**src/rtl/alu4_pkg.sv**
```systemverilog
// Shared definitions for the 4-bit Mano-style ALU.
// Arithmetic opcodes are {select[1:0], carry_in}; logic codes are the full select.
package alu4_pkg;

    localparam int ALU_W = 4;

    typedef enum logic [2:0] {
        TRANSFER      = 3'd0,
        INCREMENT     = 3'd1,
        ADD           = 3'd2,
        ADD_INCREMENT = 3'd3,
        ADD_INVERT    = 3'd4,
        SUBTRACT      = 3'd5,
        DECREMENT     = 3'd6,
        ADD_CARRY     = 3'd7
    } arith_op_e;

    localparam logic [2:0] SEL_AND = 3'd4;
    localparam logic [2:0] SEL_OR  = 3'd5;
    localparam logic [2:0] SEL_XOR = 3'd6;
    localparam logic [2:0] SEL_NOT = 3'd7;

endpackage

```
**src/rtl/alu4_alu1_slice.sv**
```systemverilog
// One bit of the ALU: operand-Y mux, full adder and logic mux.
// The ripple carry is produced regardless of mode; the top gates it.
module alu1_slice
    import alu4_pkg::*;
(
    input  logic       a_i,
    input  logic       b_i,
    input  logic       c_i,
    input  logic [2:0] select,
    output logic       f_i,
    output logic       c_next
);

    logic y_bit;
    logic sum_bit;
    logic logic_bit;

    always_comb begin
        y_bit = 1'b0;
        case (select[1:0])
            2'b00:   y_bit = 1'b0;
            2'b01:   y_bit = b_i;
            2'b10:   y_bit = ~b_i;
            default: y_bit = 1'b1;
        endcase
    end

    assign sum_bit = a_i ^ y_bit ^ c_i;
    assign c_next  = (a_i & y_bit) | (c_i & (a_i ^ y_bit));

    always_comb begin
        logic_bit = 1'b0;
        case (select)
            SEL_AND: logic_bit = a_i & b_i;
            SEL_OR:  logic_bit = a_i | b_i;
            SEL_XOR: logic_bit = a_i ^ b_i;
            SEL_NOT: logic_bit = ~a_i;
            default: logic_bit = 1'b0;
        endcase
    end

    assign f_i = select[2] ? logic_bit : sum_bit;

endmodule

```
**src/rtl/alu4.sv**
```systemverilog
// 4-bit registered ALU: four ripple-chained slices feeding result/carry registers.
// Carry is forced to zero in logic mode; reset is synchronous and active-low.
module alu4
    import alu4_pkg::*;
(
    input  logic             clk,
    input  logic             rst_n,
    input  logic [ALU_W-1:0] a,
    input  logic [ALU_W-1:0] b,
    input  logic             carry_in,
    input  logic [2:0]       select,
    output logic [ALU_W-1:0] out,
    output logic             carry_out
);

    logic [ALU_W:0]   carry_chain;
    logic [ALU_W-1:0] out_next;
    logic             carry_next;
    logic [ALU_W-1:0] out_reg;
    logic             carry_reg;

    assign carry_chain[0] = carry_in;

    generate
        for (genvar gi = 0; gi < ALU_W; gi++) begin : g_slice
            alu1_slice u_slice (
                .a_i    (a[gi]),
                .b_i    (b[gi]),
                .c_i    (carry_chain[gi]),
                .select (select),
                .f_i    (out_next[gi]),
                .c_next (carry_chain[gi+1])
            );
        end
    endgenerate

    assign carry_next = select[2] ? 1'b0 : carry_chain[ALU_W];

    always_ff @(posedge clk) begin
        if (!rst_n) begin
            out_reg   <= '0;
            carry_reg <= 1'b0;
        end else begin
            out_reg   <= out_next;
            carry_reg <= carry_next;
        end
    end

    assign out       = out_reg;
    assign carry_out = carry_reg;

endmodule

```
**config.mk**
```make
export PLATFORM = sky130hd
export DESIGN_NAME = alu4
export DESIGN_NICKNAME = d
export VERILOG_FILES = /design/src/rtl/alu4_pkg.sv /design/src/rtl/alu4_alu1_slice.sv /design/src/rtl/alu4.sv
export SDC_FILE = /design/constraint.sdc
export NUM_CORES = 1
export LEC_CHECK = 0
export CAP_MARGIN = 15
export CELL_PAD_IN_SITES_DETAIL_PLACEMENT = 1
export CELL_PAD_IN_SITES_GLOBAL_PLACEMENT = 2
export CORE_MARGIN = 2
export CORE_UTILIZATION = 26
export DETAILED_ROUTE_END_ITERATION = 10
export PLACE_DENSITY = 0.88
export SKIP_LAST_GASP = 1
export SLEW_MARGIN = 20
export SYNTH_ARGS = -nofsm -noshare
export SYNTH_HDL_FRONTEND = slang
export SYNTH_SLANG_ARGS = --single-unit
```
**constraint.sdc**
```tcl
create_clock -name clk -period 3.02 [get_ports clk]
set_clock_uncertainty 0.1 [all_clocks]
set_input_delay 0.604 -clock clk [delete_from_list [all_inputs] [get_ports clk]]
set_output_delay 0.604 -clock clk [all_outputs]
set_load 0.02 [all_outputs]
```
; ---- Word-level counts from Yosys, hierarchy flattened
; Index checks and enable logic that the tools add are counted.
[op_classes]
eq_ne = 6
mux = 12
n_bitwise = 41
n_reduce_logical = 2
[op_table]
columns = op, count
row1 = one-hot mux 1 bit (4 select lines), 4
row2 = bitwise AND 1 bit, 12
row3 = "== test 3 bit, second input constant", 4
row4 = one-hot mux 1 bit (3 select lines), 4
row5 = XOR 1 bit, 12
row6 = inverter 1 bit, 9
row7 = OR 1 bit, 8
row8 = 2-to-1 mux 1 bit, 4
row9 = "== test 2 x 1 -> 1 bit, second input constant", 1
row10 = "== test 2 bit, second input constant", 1
row11 = zero test 2 bit, 1
row12 = OR reduction 2 bit, 1
[word_totals]
register_bits = 5
inputBits = 14
out_inout_bits = 5
elab_cells = 63

; ---- Depth between registers and ports, before layout
; Gate-level depths: netlist of run 1.
[depth]
word_depth = 11
depth_mapped = 11
mapped_depth_nobuf = 10

; ---- Modules after synthesis
; Synthesis of run 1 repeated with hierarchy kept, for this count alone.
[unflattened]
hier_cells = 58
area_unflattened_um2 = 589.3
[by_module_without_submodules]
columns = module, n_inst, cells_each, area_per_inst_um2, seq_area_each_um2
row1 = alu1_slice, 4, 12, 112.6, 0.0
row2 = alu4, 1, 10, 138.9, 100.1

; ---- Worst setup path after synthesis of run 1
; Ideal clock, no wire load.
[synth_timing]
path_type = input to register
from = input select[0]
to = register out_reg[3] (netlist: out[3])
setup_ns = 0.066
arrival_ns = 2.500
t_required_ns = 2.854
slack_ns = 0.353
stages = 11
path_buffers = 1
cell_sequence = buf_6 -> mux2i_1 -> fa_1 -> inv_1 -> fa_1 -> fa_1 -> inv_1 -> fa_1 -> inv_1 -> o21ai_0 -> a21oi_2
[synth_via]
elab_chain_len = 11
elab_cells_between_ends = 27
cone_classes = eq/ne: 6 / mux: 6 / bitwise: 14 / reduce/logical: 1
[synth_lines]
columns = element, line_no
row1 = from (decl), alu4.sv:11  ; input logic [2:0] select,
row2 = "== test 2 bit, or another cell as far along", alu4_alu1_slice.sv:20  ; case (select[1:0])
row3 = one-hot mux 1 bit (3 select lines), alu4_alu1_slice.sv:20
row4 = XOR 1 bit, alu4_alu1_slice.sv:29  ; assign c_next = (a_i & y_bit) | (c_i & (a_i ^ y_bit));
row5 = bitwise AND 1 bit, alu4_alu1_slice.sv:29
row6 = OR 1 bit, alu4_alu1_slice.sv:29
row7 = bitwise AND 1 bit, alu4_alu1_slice.sv:29
row8 = OR 1 bit, alu4_alu1_slice.sv:29
row9 = bitwise AND 1 bit, alu4_alu1_slice.sv:29
row10 = OR 1 bit, alu4_alu1_slice.sv:29
row11 = XOR 1 bit, alu4_alu1_slice.sv:28  ; assign sum_bit = a_i ^ y_bit ^ c_i;
row12 = 2-to-1 mux 1 bit *, alu4_alu1_slice.sv:42  ; assign f_i = select[2] ? logic_bit : sum_bit;
row13 = to (signal assigned), alu4.sv:44  ; out_reg <= out_next;
row14 = to (decl), alu4.sv:19  ; logic [ALU_W-1:0] out_reg;
; Every way passes the cells marked *; elsewhere a longest branch is shown, timed or not.
; A chain may end at the register's enable or synchronous reset.

; ---- Worst setup path after layout of run 1
[layout_timing]
from = input b[1]
to = register out_reg[3] (netlist: out[3])
[layout_via]
elab_chain_len = 9
elab_cells_between_ends = 10
cone_classes = mux: 2 / bitwise: 8
[layout_lines]
columns = element, line_no
row1 = from (decl), alu4.sv:9  ; input logic [ALU_W-1:0] b,
row2 = inverter 1 bit, alu4_alu1_slice.sv:23  ; 2'b10: y_bit = ~b_i;
row3 = one-hot mux 1 bit (3 select lines) *, alu4_alu1_slice.sv:20
row4 = XOR 1 bit, alu4_alu1_slice.sv:29
row5 = bitwise AND 1 bit, alu4_alu1_slice.sv:29
row6 = OR 1 bit *, alu4_alu1_slice.sv:29
row7 = bitwise AND 1 bit *, alu4_alu1_slice.sv:29
row8 = OR 1 bit *, alu4_alu1_slice.sv:29
row9 = XOR 1 bit *, alu4_alu1_slice.sv:28
row10 = 2-to-1 mux 1 bit *, alu4_alu1_slice.sv:42
; Marks and branches as above.

==> impl_metrics.ini, run 1 <==
[timing]
tightest_slew_ns = 0.348
fin_crit_sh = 0.963
layout_min_cycle_time_ns = 2.91
rsz0062_at_grt = false
slew_headroom = 0.767
max_freq_ghz = 0.344
drv_slew = 0
whs_ns = 0.830
hold_violations = 0
setup_tns_ns = 0
setup_viol = 0

[clock_tree]
clock-root-buffer = clkbuf_4
post_cts_buffers = 0
clock_sinks = 5
h-tree-depth = 1
ctsHoldBuffers = 0
cts_max_path_buffers = 2
cts_made_buffers = 3
clk_pin_slew_ns = 0.04
tritoncts = done

[synthesis]
synth_top_area_cell = dfxtp_1
syn_area_per_cell_um2 = 10.0
syn_nets = 84
synthTopCellsByArea = dfxtp_1 17%, ha_1 17%, mux4_2 16%
ys_types = 12
ys_seq_area_frac = 0.172
synthCells = 58
synth_seq_cells = 5
netlist.area_leader.share = 0.172
syn_area_um2 = 581
yosys_warnings = 0

[final_layout]
finish.utilization = 0.387
area_delta_synth_final_pct = 44.6
antenna_cells = 0
layout.nets = 109
final_common_cell = inv_1
drive_gt1_frac = 0.232
largest_reg_flops = 4
final_cell_mix = 21 x inv_1, 15 x clkdlybuf4s50_1, 8 x ha_1

[routing]
drt_iter0_drc = 9
drtPass1Iterations = 3
vias = 462
drc = 0
drt_wl_total_um = 1160
viasPerCell = 4.20
wl_per_cell_um = 10.5
postRouteAntennaNets = 0

[die]
rows = 17
coreArea_um2 = 2170
die_h_um = 51.3
dieArea_um2 = 2630
die_x_um = 51.3
start_util = 0.268
boundaryPins = 19

[worst_setup_path]
required_ns = 3.10
crit_path_max_incr_delay_ns = 0.50
worstSetupStartpointType = primary input
slowest_stage = clkdlybuf4s50_1
worstSetupPathType = primary input to flop
crit_chain = clkdlybuf4s50_1 > mux2_2 > fa_1 > fa_1 > inv_1 > fa_1 > inv_1 > o21ai_0 > a21oi_2
arrival_ns = 2.99
end_kind = flop
path_common_cell = fa_1
crit_fanout = 2

[global_routing]
grt_pass1_vias = 478
grt_start_max_net_pins = 10
grt_use_total = 0.0948
gr-total-overflow = 0
antenna_found_initial = 0
grt_pass1_wl_um = 1880

[power]
peakVddDrop_uv = 147
p_per_area_nw_per_um2 = 310
p_leak_nw = 0.420

[worst_hold_path]
hp-class = primary input to flop

[outcome]
outcome = finished, final reports clean

[placement]
port_buffers = 18
place.gp.congestion = 0.654
dpl.hpwl_um = 1030

[job]
maxCapViolations = 0
==> repair_timing <==
action,CTS,global route
gates resized for setup,2,2
gates cloned,0,0
setup endpoints to repair,1,1
==> worst paths after layout <==
kind	start	to	slack [ns]	depth (start not counted)
max	b[1]	out[3]	0.11	9
min	select[0]	out[0]	0.83	4
==> worst max-delay path: cells and delay by family <==
| family | cells | cell delay (ns) |
|---|---|---|
| adders and majority gates | 3 | 1.19 |
| buffers and inverters | 3 | 0.64 |
| muxes | 1 | 0.36 |
| AOI/OAI and AO/OA | 2 | 0.19 |
==> per-layer routing <==
layer / global-route usage / part of all wire / up-vias
met4: 0.0658 / 0.015 / 0
met5: 0 / 0 / -
li1: - / - / 226
met1: 0.0962 / 0.40 / 222
met2: 0.180 / 0.55 / 12
met3: 0.00877 / 0.034 / 2
==> logic make-up (layout without fill, tap and decap cells) <==
group	after synthesis	in the layout	synth area share
fa+ha+maj	12	12	0.310
mux	8	8	0.228
compound gates	8	8	0.0948
flops	5	5	0.172
buf+inv	24	48	0.181
simple gates	1	1	0.0129
==> report_power, final <==
| group | internal [mW] | switching [mW] |
|---|---|---|
| clock network | 0.0500 | 0.0278 |
| registers | 0.0733 | 0.00158 |
| logic | 0.0581 | 0.0493 |
| total | 0.181 | 0.0787 |
==> layout make-up <==
cell class	count	area (um2)
inverters	21	78.8
repair buffers	23	221
multi-input cells	29	378
flip-flops and latches	5	100
fillers	269	1330
clock buffers	4	26.3
well taps	28	35.0
==> stage by stage <==
stage	instance area (um2)	instances	setup slack, ns	total power, mW
floorplan	581	58	0.353	0.137
global placement	807	106	-0.176	0.180
detailed placement	807	106	-0.317	0.186
CTS	835	110	0.0137	0.266
global route	840	110	0.0312	0.275
finish	840	110	0.113	0.260
==> cells in the mapped netlist <==
cell,count
inv_1,21
ha_1,8
dfxtp_1,5
a21oi_2,4
fa_1,4
mux4_2,4
o21ai_0,4
buf_6,2
mux2_2,2
mux2i_1,2
clkbuf_1,1
nor3b_1,1
Power figures use the tool's default switching activity.
==> run 2: changes to the inputs <==
--- a/config.mk
+++ b/config.mk
@@ -12,6 +12,7 @@
 export CORE_UTILIZATION = 26
 export DETAILED_ROUTE_END_ITERATION = 10
 export PLACE_DENSITY = 0.88
+export SKIP_CTS_REPAIR_TIMING = 1
 export SKIP_LAST_GASP = 1
 export SLEW_MARGIN = 20
 export SYNTH_ARGS = -nofsm -noshare
==> impl_metrics.ini, run 2 (synthesis results as in run 1) <==
[final_layout]
finish.utilization = 0.386
largest_reg_flops = 4
antenna_cells = 0
drive_gt1_frac = 0.220
area_delta_synth_final_pct = 44.4
layout.nets = 109
final_common_cell = inv_1
final_cell_mix = 21 x inv_1, 16 x clkdlybuf4s50_1, 8 x ha_1
layout.cells.non_filler = 110

[global_routing]
gr-total-overflow = 0
grt_pass1_vias = 478
antenna_found_initial = 0
grt_pass1_wl_um = 1880
grt_use_total = 0.0948
grt_start_max_net_pins = 10

[routing]
vias = 463
wl_per_cell_um = 10.5
drt_iter0_drc = 7
viasPerCell = 4.21
postRouteAntennaNets = 0
drc = 0
drtPass1Iterations = 3
drt_wl_total_um = 1160

[timing]
setup_tns_ns = 0
rsz0062_at_grt = false
fin_crit_sh = 0.971
drv_slew = 0
slew_headroom = 0.771
hold_violations = 0
layout_min_cycle_time_ns = 2.93
tightest_slew_ns = 0.343
setup_viol = 0
max_freq_ghz = 0.341

[worst_setup_path]
cp-endpoint = out[3]
end_kind = flop
arrival_ns = 3.02
worstSetupStartpointType = primary input
crit_fanout = 4
worstSetupPathType = primary input to flop
required_ns = 3.10
startpoint = select[1]

[clock_tree]
clock_sinks = 5
tritoncts = done
clk_pin_slew_ns = 0.04
h-tree-depth = 1
cts_max_path_buffers = 2
clock-root-buffer = clkbuf_4
cts_made_buffers = 3

[power]
power_frac_comb = 0.413
swShare = 0.302
power.switching_uw = 78.5
p_leak_nw = 0.419
clkPwrFrac = 0.299
p_per_area_nw_per_um2 = 310
cell_internal_pwr_uw = 182
peakVddDrop_uv = 147
power_frac_seq = 0.288

[die]
die_h_um = 51.3
dieArea_um2 = 2630
rows = 17
start_util = 0.268
die_x_um = 51.3
boundaryPins = 19
coreArea_um2 = 2170

[placement]
dp.cells = 106
dpl.hpwl_um = 1030
place.gp.congestion = 0.654
port_buffers = 18

[outcome]
outcome = finished, final reports clean

[job]
maxCapViolations = 0

[worst_hold_path]
hp-class = primary input to flop
run 2: critical path: stages:
cell and delay [ns]:
clkdlybuf4s50_1 0.47, mux2i_1 0.20, fa_1 0.20, inv_1 0.05, fa_1 0.38, fa_1 0.37, inv_1 0.07, fa_1 0.40
inv_1 0.07, o21ai_0 0.08, a21oi_2 0.11
run 2: worst min path at each step:
stage	startpoint	end	slack [ns]	depth (start not counted)
2_1_floorplan	rst_n	out[0]	0.66	2
3_3_place_gp	rst_n	out[0]	1.19	3
3_5_place_dp	rst_n	out[3]	1.20	3
4_1_cts	rst_n	out[3]	0.95	3
5_1_grt	select[0]	out[0]	0.88	4
6_report	select[0]	out[0]	0.83	4
run 2: power by group through the flow:
stage          sequential [mW]  clock (mW)  combinational, mW
5_1_grt                 0.0753      0.0811              0.119
4_1_cts                 0.0750      0.0810              0.111
3_5_place_dp            0.0762           0              0.110
6_report                0.0748      0.0778              0.108
3_3_place_gp            0.0758           0              0.104
2_1_floorplan           0.0852           0             0.0518
run 2: area by class of cell:
class	count	area [um2]
tap	28	35.0
timing repair buffer	23	223
fill	268	1330
multi-input combinational	29	375
inverter	21	78.8
clock buffer	4	26.3
sequential	5	100
run 2: metrics by stage:
stage / area, um2 / setup slack, ns / power (mW) / hold WS (ns)
finish: 838 / 0.0863 / 0.260 / 0.832
global route: 838 / 0.0174 / 0.275 / 0.880
CTS: 833 / -0.0499 / 0.267 / 0.945
detailed placement: 807 / -0.317 / 0.186 / 1.20
global placement: 807 / -0.176 / 0.180 / 1.19
floorplan: 581 / 0.353 / 0.137 / 0.661
run 2: routing by layer:
layer / vias up / track usage / share of wire
li1: 226 / - / -
met1: 223 / 0.0962 / 0.39
met2: 12 / 0.180 / 0.56
met3: 2 / 0.00877 / 0.034
met4: 0 / 0.0658 / 0.015
met5: - / 0 / 0
==> run 3: changes to the inputs <==
--- a/config.mk
+++ b/config.mk
@@ -11,7 +11,7 @@
 export CORE_MARGIN = 2
 export CORE_UTILIZATION = 26
 export DETAILED_ROUTE_END_ITERATION = 10
-export PLACE_DENSITY = 0.88
+export PLACE_DENSITY = 0.8
 export SKIP_CTS_REPAIR_TIMING = 1
 export SKIP_LAST_GASP = 1
 export SLEW_MARGIN = 20
==> impl_metrics.ini, run 3 (synthesis results as in run 1) <==
[die]
coreArea_um2 = 2170
die_h_um = 51.3
dieArea_um2 = 2630
rows = 17
boundaryPins = 19
start_util = 0.268
die_x_um = 51.3

[clock_tree]
h-tree-depth = 1
clock-root-buffer = clkbuf_4
clock_sinks = 5
cts_max_path_buffers = 2
clk_pin_slew_ns = 0.04
cts_made_buffers = 3
tritoncts = done

[timing]
tightest_slew_ns = 0.349
setup_viol = 0
drv_slew = 0
setup_ws_ns = 0.224
layout_min_cycle_time_ns = 2.80
max_freq_ghz = 0.358
rsz0062_at_grt = false
slew_headroom = 0.766
hold_violations = 0
fin_crit_sh = 0.926
whs_ns = 0.864

[worst_setup_path]
required_ns = 3.09
slowest_stage = clkdlybuf4s50_1
path_common_cell = inv_1
cp.buffers_inverters = 5
crit_path_max_incr_delay_ns = 0.42
end_kind = flop
worstSetupStartpointType = primary input
crit_fanout = 2
cp.depth = 11
crit_chain = clkdlybuf4s50_1 > inv_1 > fa_2 > inv_1 > fa_1 > fa_1 > inv_1 > fa_1 > inv_1 > o21ai_0 > a21oi_2
worstSetupPathType = primary input to flop
arrival_ns = 2.86
critPathTopFamily = adder cells

[global_routing]
gr-total-overflow = 0
antenna_found_initial = 0
grt_pass1_vias = 512
grt_start_max_net_pins = 10
grt_pass1_wl_um = 1990
grt_use_total = 0.100

[routing]
drc = 0
viasPerCell = 4.16
drt_wl_total_um = 1090
drtPass1Iterations = 1
postRouteAntennaNets = 0
vias = 462
drt_iter0_drc = 0
wl_per_cell_um = 9.84

[placement]
dpl.hpwl_um = 993
port_buffers = 18
place.gp.congestion = 0.704
place_ws_ns = -0.211

[worst_hold_path]
hold_depth = 4
hp-class = primary input to flop

[final_layout]
final_common_cell = inv_1
final_cell_mix = 21 x inv_1, 14 x clkdlybuf4s50_1, 8 x ha_1
area_delta_synth_final_pct = 47.6
layout.nets = 110
finish.utilization = 0.395
largest_reg_flops = 4
antenna_cells = 0
drive_gt1_frac = 0.253

[power]
peakVddDrop_uv = 130
p_leak_nw = 0.440
p_per_area_nw_per_um2 = 298

[job]
maxCapViolations = 0

[outcome]
outcome = finished, final reports clean
[run 3: changes by cell type in the layout (fill, tap and decap cells not counted)]
cell,before,now
clkdlybuf4s50_1,16,14
dlymetal6s2s_1,2,4
buf_4,5,6
fa_1,4,3
fa_2,0,1
mux2i_1,2,1
mux2i_2,0,1
[run 3: where the power goes]
| group | switching, mW | internal, mW | total, mW |
|---|---|---|---|
| Sequential | 0.00168 | 0.0733 | 0.0750 |
| Clock | 0.0225 | 0.0496 | 0.0721 |
| Combinational | 0.0488 | 0.0593 | 0.108 |
| Total | 0.0730 | 0.182 | 0.255 |
[run 3: tightest hold or removal path: cells and delay by family]
family	cells	cell delay, ns
mux	1	0.18
buf+inv	2	0.31
compound gates	1	0.05
[run 3: cell type report]
class | count | area (um2)
clock buffers | 4 | 26.3
fillers | 263 | 1310
inverters | 21 | 78.8
multi-input cells | 29 | 382
flip-flops and latches | 5 | 100
well taps | 28 | 35.0
repair buffers | 24 | 235
[run 3: layer usage]
layer / track usage / wire length, um
met5: 0 / 0
met4: 0.0526 / 13
met3: 0.0117 / 57
met2: 0.195 / 576
met1: 0.103 / 444
[run 3: per-stage QoR]
step                area (um2)  setup TNS [ns]  std cells  total power [mW]
floorplan                  581               0         58             0.137
CTS                        841               0        111             0.262
detailed placement         815          -0.211        107             0.186
global placement           815          -0.176        107             0.182
finish                     857               0        111             0.255
global route               857               0        111             0.280
[run 3: worst paths after layout]
| check | startpoint | to | slack, ns |
|---|---|---|---|
| hold / removal | select[0] | out[0] | 0.86 |
| setup / recovery | a[0] | out[3] | 0.22 |
